[config.mk]
export PLATFORM = sky130hd
export DESIGN_NAME = spi_target
export DESIGN_NICKNAME = d
export VERILOG_FILES = /design/src/rtl/spi_target_pkg.sv /design/src/rtl/spi_target_pin_sync.sv /design/src/rtl/spi_target.sv
export SDC_FILE = /design/constraint.sdc
export NUM_CORES = 1
export LEC_CHECK = 0
export ABC_AREA = 1
export CAP_MARGIN = 5
export CORE_ASPECT_RATIO = 1.2
export CORE_UTILIZATION = 33
export CTS_CLUSTER_SIZE = 30
export DETAILED_ROUTE_END_ITERATION = 10
export GPL_TIMING_DRIVEN = 0
export REMOVE_ABC_BUFFERS = 1
export SKIP_LAST_GASP = 1
export SLEW_MARGIN = 20
export SYNTH_ARGS = -nofsm -noshare
export SYNTH_HDL_FRONTEND = slang
export SYNTH_SLANG_ARGS = --single-unit
[constraint.sdc]
create_clock -name io_clock -period 3.7 [get_ports io_clock]
set_input_delay 0.925 -clock io_clock [delete_from_list [all_inputs] [get_ports io_clock]]
set_output_delay 0.925 -clock io_clock [all_outputs]
set_load 0.03 [all_outputs]
[src/rtl/spi_target_pkg.sv]
// Shared types and constants for the SPI target endpoint.
package spi_target_pkg;

  typedef enum logic [1:0] {
    ST_IDLE,
    ST_ARMED,
    ST_SHIFT,
    ST_WAIT_DESELECT
  } spi_state_e;

  // Widest word the default idle pattern covers.
  localparam int          TX_IDLE_MAX_WIDTH = 64;
  localparam logic [63:0] TX_IDLE_ALL_ONES  = '1;

endpackage

[src/rtl/spi_target_pin_sync.sv]
// Multi-flop synchronizer for one asynchronous SPI pin with registered
// rise/fall pulses. The level output is taken from the same delay register
// the edge compare uses, so a pin's level and its edge pulses stay aligned.
module spi_pin_sync #(
  parameter int   STAGES      = 2,
  parameter logic RESET_LEVEL = 1'b0
) (
  input  logic clk,
  input  logic rst,
  input  logic pin,
  output logic level,
  output logic rise,
  output logic fall
);

  logic [STAGES-1:0] sync;
  logic              dly;

  // Synchronizer chain, one extra delay stage and registered edge pulses.
  always_ff @(posedge clk) begin
    if (rst) begin
      sync <= {STAGES{RESET_LEVEL}};
      dly  <= RESET_LEVEL;
      rise <= 1'b0;
      fall <= 1'b0;
    end else begin
      sync <= {sync[STAGES-2:0], pin};
      dly  <= sync[STAGES-1];
      rise <= sync[STAGES-1] & ~dly;
      fall <= ~sync[STAGES-1] & dly;
    end
  end

  assign level = dly;

endmodule

[src/rtl/spi_target.sv]
// SPI mode-0 target, MSB first, oversampled in the io_clock domain.
// Received words leave on a valid/ready stream; words to send arrive on a
// second valid/ready stream through a one-word holding register.
// The pad-level IOBUF is driven with T = ~io_spi_misoEn and I = io_spi_miso.
//
//   state            | meaning
//   -----------------+--------------------------------------------------
//   ST_IDLE          | deselected, waiting for ss to fall
//   ST_ARMED         | reserved encoding, never entered; falls back to IDLE
//   ST_SHIFT         | frame active, shifting on sclk edges
//   ST_WAIT_DESELECT | after reset: wait for ss high before accepting frames
module spi_target
  import spi_target_pkg::*;
#(
  parameter int                    DATA_WIDTH  = 8,
  parameter int                    SYNC_STAGES = 2,
  parameter logic [DATA_WIDTH-1:0] TX_IDLE     = TX_IDLE_ALL_ONES[DATA_WIDTH-1:0]
) (
  input  logic                  io_clock,
  input  logic                  io_reset,
  input  logic                  io_spi_sclk,
  input  logic                  io_spi_ss,
  input  logic                  io_spi_mosi,
  output logic                  io_spi_miso,
  output logic                  io_spi_misoEn,
  output logic                  io_rx_valid,
  input  logic                  io_rx_ready,
  output logic [DATA_WIDTH-1:0] io_rx_payload,
  input  logic                  io_tx_valid,
  output logic                  io_tx_ready,
  input  logic [DATA_WIDTH-1:0] io_tx_payload,
  output logic                  io_status_overrun,
  output logic                  io_status_underrun,
  input  logic                  io_status_clear
);

  localparam int                CNT_W    = (DATA_WIDTH > 2) ? $clog2(DATA_WIDTH) : 1;
  localparam logic [CNT_W-1:0]  LAST_BIT = CNT_W'(DATA_WIDTH - 1);
  localparam int                SETTLE   = SYNC_STAGES + 1;
  localparam int                SETTLE_W = $clog2(SETTLE + 1);

  logic sclk_level_unused, sclk_rise, sclk_fall;
  logic ss_level, ss_rise, ss_fall;
  logic mosi_level, mosi_rise_unused, mosi_fall_unused;

  spi_pin_sync #(.STAGES(SYNC_STAGES), .RESET_LEVEL(1'b0)) u_sclk_sync (
    .clk   (io_clock),
    .rst   (io_reset),
    .pin   (io_spi_sclk),
    .level (sclk_level_unused),
    .rise  (sclk_rise),
    .fall  (sclk_fall)
  );

  spi_pin_sync #(.STAGES(SYNC_STAGES), .RESET_LEVEL(1'b1)) u_ss_sync (
    .clk   (io_clock),
    .rst   (io_reset),
    .pin   (io_spi_ss),
    .level (ss_level),
    .rise  (ss_rise),
    .fall  (ss_fall)
  );

  spi_pin_sync #(.STAGES(SYNC_STAGES), .RESET_LEVEL(1'b0)) u_mosi_sync (
    .clk   (io_clock),
    .rst   (io_reset),
    .pin   (io_spi_mosi),
    .level (mosi_level),
    .rise  (mosi_rise_unused),
    .fall  (mosi_fall_unused)
  );

  spi_state_e                state, state_next;
  logic [SETTLE_W-1:0]       settle_cnt;
  logic                      settle_done;
  logic                      start_frame, drop_frame, rx_step, tx_step;
  logic [CNT_W-1:0]          bit_cnt;
  logic                      reload;
  logic [DATA_WIDTH-2:0]     rx_shift;
  logic [DATA_WIDTH-1:0]     rx_word;
  logic                      word_done;
  logic [DATA_WIDTH-2:0]     tx_shift;
  logic [DATA_WIDTH-1:0]     tx_word;
  logic                      tx_load, tx_accept;
  logic                      tx_hold_full;
  logic [DATA_WIDTH-1:0]     tx_hold;
  logic                      miso, miso_en;
  logic                      rx_valid;
  logic [DATA_WIDTH-1:0]     rx_payload;
  logic                      overrun, underrun;
  logic                      overrun_set, underrun_set;

  // The synchronizers come out of reset claiming ss=1; the real pin level
  // only reaches ss_level SETTLE cycles later, so WAIT_DESELECT must not
  // trust ss_level before this down-counter hits its terminal count.
  always_ff @(posedge io_clock) begin
    if (io_reset) begin
      settle_cnt <= SETTLE_W'(SETTLE);
    end else if (settle_cnt != '0) begin
      settle_cnt <= settle_cnt - SETTLE_W'(1);
    end
  end

  assign settle_done = (settle_cnt == '0);

  // State register.
  always_ff @(posedge io_clock) begin
    if (io_reset) begin
      state <= ST_WAIT_DESELECT;
    end else begin
      state <= state_next;
    end
  end

  // Next-state and per-cycle frame controls; ss rise outranks a
  // coincident sclk fall so a frame's closing edge does not load a word.
  always_comb begin
    state_next  = state;
    start_frame = 1'b0;
    drop_frame  = 1'b0;
    rx_step     = 1'b0;
    tx_step     = 1'b0;
    if (ss_rise) begin
      state_next = ST_IDLE;
      drop_frame = 1'b1;
    end else begin
      case (state)
        ST_WAIT_DESELECT: begin
          if (settle_done && ss_level) state_next = ST_IDLE;
        end
        ST_IDLE: begin
          if (ss_fall) begin
            state_next  = ST_SHIFT;
            start_frame = 1'b1;
          end
        end
        ST_SHIFT: begin
          rx_step = sclk_rise;
          tx_step = sclk_fall;
        end
        default: state_next = ST_IDLE;
      endcase
    end
  end

  assign rx_word      = {rx_shift, mosi_level};
  assign word_done    = rx_step && (bit_cnt == LAST_BIT);
  assign tx_load      = start_frame | (tx_step & reload);
  assign tx_word      = tx_hold_full ? tx_hold : TX_IDLE;
  assign tx_accept    = io_tx_valid & ~tx_hold_full;
  assign underrun_set = tx_load & ~tx_hold_full;
  assign overrun_set  = word_done & rx_valid & ~io_rx_ready;

  // Shift datapath: bit counter, RX/TX shifters and the registered MISO pin.
  // tx_shift holds only the bits still to send; the MSB goes straight to MISO.
  always_ff @(posedge io_clock) begin
    if (io_reset) begin
      miso     <= 1'b0;
      miso_en  <= 1'b0;
      bit_cnt  <= '0;
      reload   <= 1'b0;
      rx_shift <= '0;
      tx_shift <= '0;
    end else if (drop_frame) begin
      miso     <= 1'b0;
      miso_en  <= 1'b0;
      bit_cnt  <= '0;
      reload   <= 1'b0;
    end else if (start_frame) begin
      tx_shift <= tx_word[DATA_WIDTH-2:0];
      miso     <= tx_word[DATA_WIDTH-1];
      miso_en  <= 1'b1;
      bit_cnt  <= '0;
      reload   <= 1'b0;
    end else if (rx_step) begin
      rx_shift <= rx_word[DATA_WIDTH-2:0];
      if (bit_cnt == LAST_BIT) begin
        bit_cnt <= '0;
        reload  <= 1'b1;
      end else begin
        bit_cnt <= bit_cnt + CNT_W'(1);
      end
    end else if (tx_step) begin
      if (reload) begin
        tx_shift <= tx_word[DATA_WIDTH-2:0];
        miso     <= tx_word[DATA_WIDTH-1];
        reload   <= 1'b0;
      end else begin
        tx_shift <= tx_shift << 1;
        miso     <= tx_shift[DATA_WIDTH-2];
      end
    end
  end

  // TX holding register; a word accepted during a load waits for the next one.
  always_ff @(posedge io_clock) begin
    if (io_reset) begin
      tx_hold_full <= 1'b0;
      tx_hold      <= '0;
    end else begin
      if (tx_accept) tx_hold <= io_tx_payload;
      if (tx_load) begin
        tx_hold_full <= tx_accept;
      end else if (tx_accept) begin
        tx_hold_full <= 1'b1;
      end
    end
  end

  // RX holding register; a completed word is dropped only if the old one stays.
  always_ff @(posedge io_clock) begin
    if (io_reset) begin
      rx_valid   <= 1'b0;
      rx_payload <= '0;
    end else if (word_done && (!rx_valid || io_rx_ready)) begin
      rx_valid   <= 1'b1;
      rx_payload <= rx_word;
    end else if (rx_valid && io_rx_ready) begin
      rx_valid <= 1'b0;
    end
  end

  // Sticky status flags; a set in the same cycle as a clear wins.
  always_ff @(posedge io_clock) begin
    if (io_reset) begin
      overrun  <= 1'b0;
      underrun <= 1'b0;
    end else begin
      overrun  <= overrun_set  | (overrun  & ~io_status_clear);
      underrun <= underrun_set | (underrun & ~io_status_clear);
    end
  end

  assign io_spi_miso        = miso;
  assign io_spi_misoEn      = miso_en;
  assign io_rx_valid        = rx_valid;
  assign io_rx_payload      = rx_payload;
  assign io_tx_ready        = ~tx_hold_full;
  assign io_status_overrun  = overrun;
  assign io_status_underrun = underrun;

endmodule

---- Yosys cells after proc, flatten, opt, wreduce, memory -nomap -nowiden ----
Index checks and enable logic that the tools add are counted.
word-level totals
  flip-flop bits (word level) ............. 57
  input port bits ......................... 16
  output and inout port bits .............. 14
  logic and storage cells ................. 106
cells by class
  $add $sub $neg .......................... 2
  eq/ne operators ......................... 8
  muxes and demuxes ....................... 29
  bitwise logic cells ..................... 23
  reduce and logical (&&, ||, !) cells .... 20
operators by type and width
  kind                   number
  $mux W7                4
  $mux W1                19
  $and A1 B1 Y1          11
  $reduce_bool A2 Y1     5
  $not A1 Y1             9
  $reduce_and A3 Y1      3
  $mux W8                1
  $mux W2                3
  $pmux W2 S3            1
  $eq A2 B2 Y1 const B   2
  $logic_and A1 B1 Y1    4
  $logic_not A2 Y1       2
  $ne A2 B1 Y1 const B   2
  $reduce_and A2 Y1      2
  $add A3 B1 Y3 const B  1
  $eq A3 B3 Y1 const B   1
  $mux W3                1
  $ne A3 B1 Y1 const B   1
  $ne A3 B2 Y1 const B   1
  $or A1 B1 Y1           3
  $reduce_or A3 Y1       1
  $ne A2 B2 Y1 const B   1
  $reduce_or A2 Y1       1
  $sub A2 B1 Y2 const B  1
  other kinds (2)        2

---- Logic depth before layout (Yosys ltp) ----
Gate-level depths: netlist of the first run.
  depth in word-level cells ............... 7
  gate-level depth with buffers ........... 8
  mapped depth without buffers ............ 8

---- Hierarchy ----
Synthesis of the first run repeated with hierarchy kept, for this count alone.
second synthesis, totals
  cell total of the unflattened synthesis .. 332
  area total of the unflattened synthesis .. 2461.1 um^2
modules (own cells, without submodules)
  module                          times used  cells each  area each (um^2)  seq. area each (um^2)
  spi_target                      1           288         2042.0            880.8
  spi_pin_sync (u_mosi_sync ...)  2           15          140.1             100.1
  spi_pin_sync (u_ss_sync)        1           14          138.9             100.1

---- Worst setup path before layout of the first run ----
OpenSTA, ideal clock, no wires.
  path kind ............................... input -> register
  from .................................... input io_rx_ready
  to ...................................... register rx_payload[0], in the netlist io_rx_payload[0]
  library setup time ...................... 110 ps
  arrival ................................. 1617 ps
  required time ........................... 3590 ps
  setup slack ............................. 1973 ps
  cell stages on the path ................. 6
  buffers on the path ..................... 0
  cell sequence ........................... nor2_1 clkinv_1 nand2_4 nand2_1 inv_1 nor2_1
between the ends
  longest elaborated chain between the ends .. 2
ends and longest elaborated chain
  element               RTL line           source
  from (decl)           spi_target.sv:27   input logic io_rx_ready,
  $logic_or A1 B1 Y1    spi_target.sv:215  end else if (word_done && (!rx_valid || io_rx_ready)) begin
  $logic_and A1 B1 Y1   spi_target.sv:215
  to (signal assigned)  spi_target.sv:217  rx_payload <= rx_word;
  to (decl)             spi_target.sv:89   logic [DATA_WIDTH-1:0] rx_payload;
Every way passes these cells.
A chain may end at the register's enable or synchronous reset.

---- Worst setup path after layout of the first run ----
  from .................................... input io_reset
  to ...................................... register reload
between the ends
  longest elaborated chain between the ends .. 1
ends and longest elaborated chain
  element                     RTL line           source
  from (decl)                 spi_target.sv:20   input logic io_reset,
  $reduce_or A3 Y1 (no line)  --
  to (signal assigned)        spi_target.sv:161  reload <= 1'b0;
  to (signal assigned)        spi_target.sv:168  reload <= 1'b0;
  to (signal assigned)        spi_target.sv:174  reload <= 1'b0;
  to (decl)                   spi_target.sv:78   logic reload;
Every way passes these cells.

==> run_results.csv, run 1 <==
group,metric,value,unit
grt,gr-total-overflow,0,
flow_run,cap_violations,0,
timing,fin_crit_sh,0.894,
clocking,cts_setup_buffers,0,
cells_and_area,final_area,0.00293,sq mm
setup_path,crit_type,"input port to register",
setup_path,critPathMaxFanout,28,
timing,timing.setup.tns,0,ns
clocking,cts_max_level,3,
grt,grt_usage,0.135,
setup_path,crit_path_start_kind,"input port",
power_and_ir_drop,p_per_area,456,mW/mm^2
clocking,clkLatencyLatePin,0.33,ns
setup_path,cp-startpoint,"io_reset",
floorplan,die-area,0.00758,sq mm
synthesis,ys_types,30,
detailed_routing,viasPerCell,4.43,
synthesis,async_reset_ff_frac,0,
setup_path,reg2reg_from,"state[1]",
grt,first_global_vias,1805,
synthesis,postSynthAreaPerCell,7.36,sq um
timing,skew,0.00588,ns
clocking,cts_buffer_depth,2,
cells_and_area,area_growth,22.6,%
detailed_routing,dr.pass1.iters,4,
setup_path,crit_arrival,3.52,ns
placed_design,place_area,0.00272,sq mm
placed_design,dp_slack,-0.0670,ns
grt,grt_pass1_wl,7.70,mm
synthesis,ys_ff_latch,57,
setup_path,cp_data_required_time,3.92,ns
timing,slew_violations,0,
timing,setup_violations,0,
synthesis,synth-edff-count,0,
floorplan,die_y,95.2,um
floorplan,fp-row-count,33,
cells_and_area,num-nets-final,370,
timing,layout_setup_ws,0.394,ns
clocking,cts_buffers,9,
cells_and_area,drive_gt1_frac,0.0815,
floorplan,start_util,0.346,
grt,antenna_found_initial,0,
min_path,min_path_type,"register to register",
placed_design,gp_congestion,0.772,
synthesis,synthCells,324,
timing,hold_viol,0,
outcome,status,"finished, final reports clean",
synthesis,synth_seq_area_share,0.478,
detailed_routing,num_vias,1963,
detailed_routing,route.antenna.remaining_nets,0,
floorplan,core,0.00690,sq mm
placed_design,dp_cells,427,
cells_and_area,num_antenna_cells,0,
clocking,cts_resized,0,
synthesis,yosys_warnings,0,
clocking,cts_root_buf,"clkbuf_8",
setup_path,end_kind,"register",
clocking,postCtsHoldBufs,0,
timing,min_period,3.31,ns
clocking,clk_pin_slew_worst_paths,0.06,ns
synthesis,ys.flop_type,"dfxtp_1",
timing,tightest_slew,0.993,ns
power_and_ir_drop,p_leak,1.23,nW
detailed_routing,drtIter0Drc,167,
setup_path,cp_slowest_cell,"clkdlybuf4s50_1",
detailed_routing,avgRoutedWirePerCell,10.1,um
floorplan,die_x,79.6,um
placed_design,port_buffers,29,
setup_path,cp_cell_sequence,"clkdlybuf4s50_1 > clkinv_1 > nand3_1 > nor2_1",
detailed_routing,wl,4.47,mm
min_path,min_from,"u_mosi_sync.sync[0]",
floorplan,pin_count,30,
grt,grt_max_degree,29,
clocking,cts_tree,"done",
cells_and_area,layout.cells.non_filler,443,
power_and_ir_drop,max-vdd-ir-drop,0.196,mV
setup_path,cp_slowest_stage_delay,1.12,ns
timing,max_slew_margin,0.336,
timing,grt_setup_unrepaired,"no",
timing,fmax,302,MHz
placed_design,hpwl,2.99,mm
synthesis,netlist_area,0.00239,sq mm
clocking,clock_sinks,57,
detailed_routing,drcViolationCount,0,
-- cells by family (layout without fill, tap and decap cells) --
| group | Yosys count | after routing | share of synthesized area |
|---|---|---|---|
| flip-flops | 57 | 57 | 0.478 |
| AO/OA/AOI/OAI | 52 | 52 | 0.113 |
| buffers and inverters | 67 | 99 | 0.113 |
| AND/OR/NAND/NOR | 145 | 145 | 0.280 |
| adder cells (fa/ha/maj) | 3 | 3 | 0.0157 |
-- stage by stage --
step	util	hold slack (ns)	power [mW]
after floorplan	-	0.388	0.717
after global placement	0.394	0.390	0.751
after detailed placement	0.394	0.393	0.753
after CTS	0.424	0.402	1.36
after global routing	0.424	0.424	1.40
final	0.424	0.400	1.33
-- cell usage in the layout, fill, tap and decap left out, drive strengths merged --
master,n
o31ai,1
dfxtp,57
nand2,78
o21ai,19
or2,2
ha,3
nor3,4
clkinv,3
clkbuf,14
a21oi,31
o211ai,1
nand4,7
nand3,22
nand3b,1
nor2,30
clkdlybuf4s50,29
bufinv,1
and2,1
inv,52
-- critical path: cells and delay by family --
| family | cells | cell delay (ns) |
|---|---|---|
| buffers and inverters | 2 | 2.05 |
| and+or+nand+nor | 2 | 0.52 |
-- worst paths after layout --
path	to	slack (ns)	depth (start not counted)
max	reload	0.39	4
min	u_mosi_sync.sync[1]	0.40	2
max reg2reg	io_spi_miso	1.85	6
min reg2reg	u_mosi_sync.sync[1]	0.40	2
-- cell usage after synthesis (2+ instances only) --
| library cell | n | share of area |
|---|---|---|
| nor2_4 | 3 | 0.014 |
| nor2_1 | 27 | 0.042 |
| ha_1 | 3 | 0.016 |
| or2_2 | 2 | 0.0052 |
| inv_2 | 4 | 0.0063 |
| buf_1 | 2 | 0.0031 |
| inv_1 | 48 | 0.076 |
| clkbuf_1 | 3 | 0.0047 |
| dfxtp_1 | 57 | 0.48 |
| nand3_1 | 21 | 0.044 |
| a21oi_1 | 30 | 0.063 |
| clkinv_1 | 2 | 0.0031 |
| o21ai_1 | 4 | 0.0084 |
| nand4_1 | 6 | 0.016 |
| buf_2 | 5 | 0.010 |
| nor3_1 | 4 | 0.0084 |
| nand2_1 | 75 | 0.12 |
| o21ai_0 | 15 | 0.031 |
| nand2_2 | 2 | 0.0052 |
-- area by class of cell --
class,count,area (sq um)
fill,707,3970
sequential,57,1140
multi-input combinational,200,975
timing repair buffer,29,290
inverter,54,203
clock buffer,14,173
tap,87,109
clock inverter,2,35.0
-- metal layers --
| metal | global-route usage | wire length, um | up-vias | share of wire |
|---|---|---|---|---|
| met2 | 0.209 | 2010 | 37 | 0.45 |
| met3 | 0.0325 | 189 | 10 | 0.042 |
| met5 | 0 | 0 | - | 0 |
| li1 | - | - | 1068 | - |
| met4 | 0.105 | 110 | 0 | 0.025 |
| met1 | 0.159 | 2160 | 848 | 0.48 |
-- registers in the layout, indices dropped and copies added, names as in the netlist, 2 cells and up --
signal,cells
io_rx_payload,8
settle_cnt,2
state,2
bit_cnt,3
u_sclk_sync.sync,2
u_mosi_sync.sync,2
tx_shift,7
rx_shift,7
tx_hold,8
u_ss_sync.sync,2
-- report_power, final --
part	switching, mW	internal [mW]	leakage [nW]	total [mW]
Combinational	0.0511	0.0376	0.661	0.0888
Sequential	0.0138	0.636	0.464	0.650
Clock	0.230	0.365	0.107	0.596
Power figures use the tool's default switching activity.
==> run 2, diff against run 1 <==
--- a/config.mk
+++ b/config.mk
@@ -8,6 +8,7 @@
 export ABC_AREA = 1
 export CAP_MARGIN = 5
 export CORE_ASPECT_RATIO = 1.2
+export CORE_MARGIN = 8
 export CORE_UTILIZATION = 33
 export CTS_CLUSTER_SIZE = 30
 export DETAILED_ROUTE_END_ITERATION = 10
==> run_results.csv, run 2 (same netlist as run 1, synthesis figures left out) <==
group,metric,value,unit
cells_and_area,area_growth,21.7,%
detailed_routing,drtIter0Drc,123,
floorplan,start_util,0.334,
clocking,cts_max_level,3,
grt,grt_pass1_wl,8.36,mm
setup_path,end_kind,"register",
setup_path,cp_slowest_stage_delay,1.15,ns
clocking,cts_buffer_depth,2,
cells_and_area,ff_latch_area,0.00114,sq mm
timing,fmax,302,MHz
timing,slew_violations,0,
timing,timing.setup.tns,0,ns
cells_and_area,num_antenna_cells,0,
clocking,cts_buffers,9,
power_and_ir_drop,p_leak,1.22,nW
setup_path,critPathMaxFanout,28,
min_path,min_path_type,"register to register",
floorplan,core,0.00715,sq mm
placed_design,hpwl,3.27,mm
detailed_routing,num_vias,1998,
placed_design,place_area,0.00272,sq mm
outcome,status,"finished, final reports clean",
grt,grt_max_degree,29,
clocking,clk_pin_slew_worst_paths,0.07,ns
grt,first_global_vias,1948,
clocking,clock_sinks,57,
clocking,postCtsHoldBufs,0,
detailed_routing,viasPerCell,4.48,
detailed_routing,wl,4.74,mm
setup_path,critPathTopFamily,"buffers and inverters",
timing,skew,0.00691,ns
placed_design,gp_congestion,0.786,
clocking,cts_resized,0,
setup_path,cp_cell_sequence,"clkdlybuf4s50_1 > clkinv_1 > nand3_1 > a21oi_1",
cells_and_area,num-fill-cells,736,
timing,tightest_slew,1.03,ns
timing,hold_viol,0,
cells_and_area,final_common_cell,"nand2_1",
timing,grt_setup_unrepaired,"no",
detailed_routing,highest_layer,"met4",
detailed_routing,drcViolationCount,0,
clocking,cts_tree,"done",
cells_and_area,final_cell_mix,"nand2_1, dfxtp_1, inv_1",
timing,fin_crit_sh,0.894,
detailed_routing,dr.pass1.iters,4,
setup_path,cp_data_required_time,3.91,ns
cells_and_area,final_area,0.00290,sq mm
timing,min_period,3.31,ns
detailed_routing,wl_met2,2.30,mm
grt,antenna_found_initial,0,
clocking,cts_root_buf,"clkbuf_8",
floorplan,die_y,109,um
cells_and_area,multi_input_comb_area,975,sq um
timing,setup_violations,0,
detailed_routing,m1WireLength,2.13,mm
clocking,clkLatencyLatePin,0.33,ns
setup_path,critPathBufInv,2,
floorplan,pin_count,30,
power_and_ir_drop,p_per_area,432,mW/mm^2
grt,gr-total-overflow,0,
floorplan,die_x,93.6,um
cells_and_area,num-nets-final,370,
placed_design,port_buffers,29,
detailed_routing,route.antenna.remaining_nets,0,
setup_path,crit_arrival,3.52,ns
setup_path,crit_path_start_kind,"input port",
power_and_ir_drop,max-vdd-ir-drop,0.185,mV
clocking,cts_setup_buffers,0,
setup_path,crit_type,"input port to register",
setup_path,cp_slowest_cell,"clkdlybuf4s50_1",
floorplan,fp-row-count,34,
timing,max_slew_margin,0.310,
detailed_routing,met3WireLength,204,um
cells_and_area,drive_gt1_frac,0.0871,
grt,grt_usage,0.103,
detailed_routing,avgRoutedWirePerCell,10.6,um
flow_run,cap_violations,0,
floorplan,die-area,0.0102,sq mm
[run 2: cell types whose count changed in the layout (fill, tap and decap cells not counted), sizes merged]
cell	previous run	this run
clkbuf	14	11
bufinv	1	0
clkinv	3	5
clkinvlp	0	2
[run 2: final cells by class]
class	count	area share
multi-input cells	200	0.336
repair buffers	29	0.100
well taps	90	0.0388
clock inverters	5	0.0103
inverters	54	0.0698
clock buffers	11	0.0522
flip-flops and latches	57	0.393
[run 2: worst reg2reg max path, delay by kind of cell (launching register included)]
family           cells  cell delay [ns]
and+or+nand+nor      6             1.46
DFF                  1             0.34
[run 2: where the power goes]
part | leakage [nW] | internal (mW) | switching (mW)
clock network | 0.0911 | 0.275 | 0.241
logic | 0.661 | 0.0378 | 0.0518
registers | 0.464 | 0.636 | 0.0136
[run 2: final timing paths]
check | from | endpoint | slack, ns | cells after the start
worst max-delay path | io_reset | bit_cnt[2] | 0.39 | 4
worst min-delay path | u_sclk_sync.sync[0] | u_sclk_sync.sync[1] | 0.40 | 2
worst min register to register | u_sclk_sync.sync[0] | u_sclk_sync.sync[1] | 0.40 | 2
worst max register to register | state[1] | io_spi_miso | 1.79 | 6
[run 2: stage by stage]
stage                     setup WS [ns]  std cells  utilization  power (mW)  hold WS [ns]
after detailed placement         -0.142        430        0.381       0.754         0.396
after floorplan                    1.97        311            -       0.717         0.388
after global routing             0.0534        446        0.406        1.32         0.418
after global placement          -0.0845        430        0.381       0.751         0.389
after CTS                         0.243        446        0.406        1.28         0.406
final                             0.394        446        0.406        1.26         0.403
[run 2: metal layers]
metal | up-vias | global-route usage
met5 | - | 0
met4 | 0 | 0.0636
met3 | 10 | 0.0365
met2 | 26 | 0.172
met1 | 896 | 0.109
li1 | 1066 | -
==> run 3, diff against run 2 <==
--- a/config.mk
+++ b/config.mk
@@ -12,7 +12,6 @@
 export CORE_UTILIZATION = 33
 export CTS_CLUSTER_SIZE = 30
 export DETAILED_ROUTE_END_ITERATION = 10
-export GPL_TIMING_DRIVEN = 0
 export REMOVE_ABC_BUFFERS = 1
 export SKIP_LAST_GASP = 1
 export SLEW_MARGIN = 20
==> run_results.csv, run 3 (same netlist as run 1, synthesis figures left out) <==
group,metric,value,unit
floorplan,die_y,109,um
timing,max_slew_margin,0.508,
cells_and_area,layout.cells.non_filler,445,
grt,grt_max_degree,29,
grt,first_global_vias,1863,
timing,tightest_slew,0.736,ns
placed_design,dp_slack,0.699,ns
clocking,postCtsHoldBufs,0,
detailed_routing,route.antenna.remaining_nets,0,
setup_path,critPathMaxFanout,28,
power_and_ir_drop,p_per_area,414,mW/mm^2
timing,hold_slack,0.404,ns
timing,fmax,381,MHz
detailed_routing,dr.pass1.iters,4,
cells_and_area,final_cell_mix,"nand2_1, dfxtp_1, inv_1",
setup_path,end_kind,"register",
setup_path,cp_slowest_cell,"clkinv_1",
clocking,clkLatencyLatePin,0.33,ns
setup_path,cp_data_required_time,3.91,ns
cells_and_area,multi_input_comb_area,975,sq um
floorplan,pin_count,30,
timing,layout_setup_ws,1.08,ns
timing,fin_crit_sh,0.709,
placed_design,dp_cells,431,
setup_path,crit_arrival,2.83,ns
detailed_routing,met3WireLength,236,um
power_and_ir_drop,totalPowerFinal,1.19,mW
timing,timing.setup.tns,0,ns
timing,min_period,2.62,ns
cells_and_area,num-nets-final,371,
placed_design,gp_congestion,0.742,
clocking,cts_tree,"done",
setup_path,crit_type,"input port to register",
clocking,cts_buffers,9,
grt,grt_usage,0.101,
timing,setup_violations,0,
clocking,cts_buffer_depth,2,
clocking,clock_sinks,57,
grt,grt_pass1_wl,8.06,mm
floorplan,die_x,93.6,um
clocking,cts_setup_buffers,0,
clocking,cts_max_level,3,
setup_path,crit_path_start_kind,"input port",
power_and_ir_drop,p_leak,1.20,nW
cells_and_area,final_common_cell,"nand2_1",
cells_and_area,num-fill-cells,745,
floorplan,die-area,0.0102,sq mm
setup_path,cp_cell_sequence,"clkdlybuf4s50_1 > buf_4 > clkinv_1 > nand3_1 > a21oi_1",
clocking,clk_pin_slew_worst_paths,0.06,ns
setup_path,critPathBufInv,3,
flow_run,cap_violations,0,
detailed_routing,wl_met2,2.16,mm
timing,grt_setup_unrepaired,"no",
detailed_routing,wl,4.64,mm
setup_path,critPathTopFamily,"buffers and inverters",
detailed_routing,avgRoutedWirePerCell,10.4,um
cells_and_area,postLayoutCoreUtil,0.402,
floorplan,start_util,0.334,
detailed_routing,viasPerCell,4.48,
clocking,cts_root_buf,"clkbuf_8",
detailed_routing,num_vias,1994,
cells_and_area,drive_gt1_frac,0.0732,
floorplan,core,0.00715,sq mm
outcome,status,"finished, final reports clean",
floorplan,fp-row-count,34,
clocking,cts_resized,0,
timing,slew_violations,0,
timing,hold_viol,0,
cells_and_area,final_area,0.00287,sq mm
placed_design,place_area,0.00273,sq mm
cells_and_area,num_antenna_cells,0,
detailed_routing,m1WireLength,2.07,mm
grt,antenna_found_initial,0,
detailed_routing,drtIter0Drc,96,
placed_design,port_buffers,29,
cells_and_area,area_growth,20.4,%
cells_and_area,ff_latch_area,0.00114,sq mm
power_and_ir_drop,max-vdd-ir-drop,0.172,mV
setup_path,cp_slowest_stage_delay,0.65,ns
min_path,min_path_type,"register to register",
timing,skew,0.0102,ns
detailed_routing,highest_layer,"met4",
placed_design,hpwl,3.29,mm
detailed_routing,drcViolationCount,0,
grt,gr-total-overflow,0,
run 3: cell count changes in the layout (fill, tap and decap cells not counted), sizes merged:
cell      change
clkbuf        +2
clkinv        -2
buf           +1
clkinvlp      -2
run 3: layout make-up:
type	count	share of cell area
sequential	57	0.397
multi-input combinational	200	0.339
clock inverter	1	0.00174
timing repair buffer	30	0.104
tap	90	0.0392
inverter	54	0.0706
clock buffer	13	0.0483
run 3: report_power, final:
group	total, mW	switching (mW)	internal, mW	leakage [nW]
Combinational	0.0896	0.0514	0.0382	0.666
Sequential	0.650	0.0133	0.636	0.464
Clock	0.450	0.215	0.235	0.0733
run 3: per-layer routing:
metal | global-route usage | vias to the layer above
met5 | 0 | -
met4 | 0.0840 | 0
met3 | 0.0358 | 12
met2 | 0.159 | 39
met1 | 0.108 | 874
li1 | - | 1069
run 3: path summary, 6_finish.rpt:
check / startpoint / endpoint / slack [ns] / cells after the start
max: io_reset / bit_cnt[1] / 1.08 / 5
min: u_sclk_sync.sync[0] / u_sclk_sync.sync[1] / 0.40 / 2
max reg2reg: state[1] / io_spi_miso / 1.82 / 6
min reg2reg: u_sclk_sync.sync[0] / u_sclk_sync.sync[1] / 0.40 / 2
run 3: worst reg2reg max path, stage by stage, from the launching register on:
cell and delay [ns]:
dfxtp_1 0.34, nor2_4 0.22, nand3_1 0.56, nand2_2 0.41
nand2_1 0.08, nor2_1 0.12, nor2_1 0.05
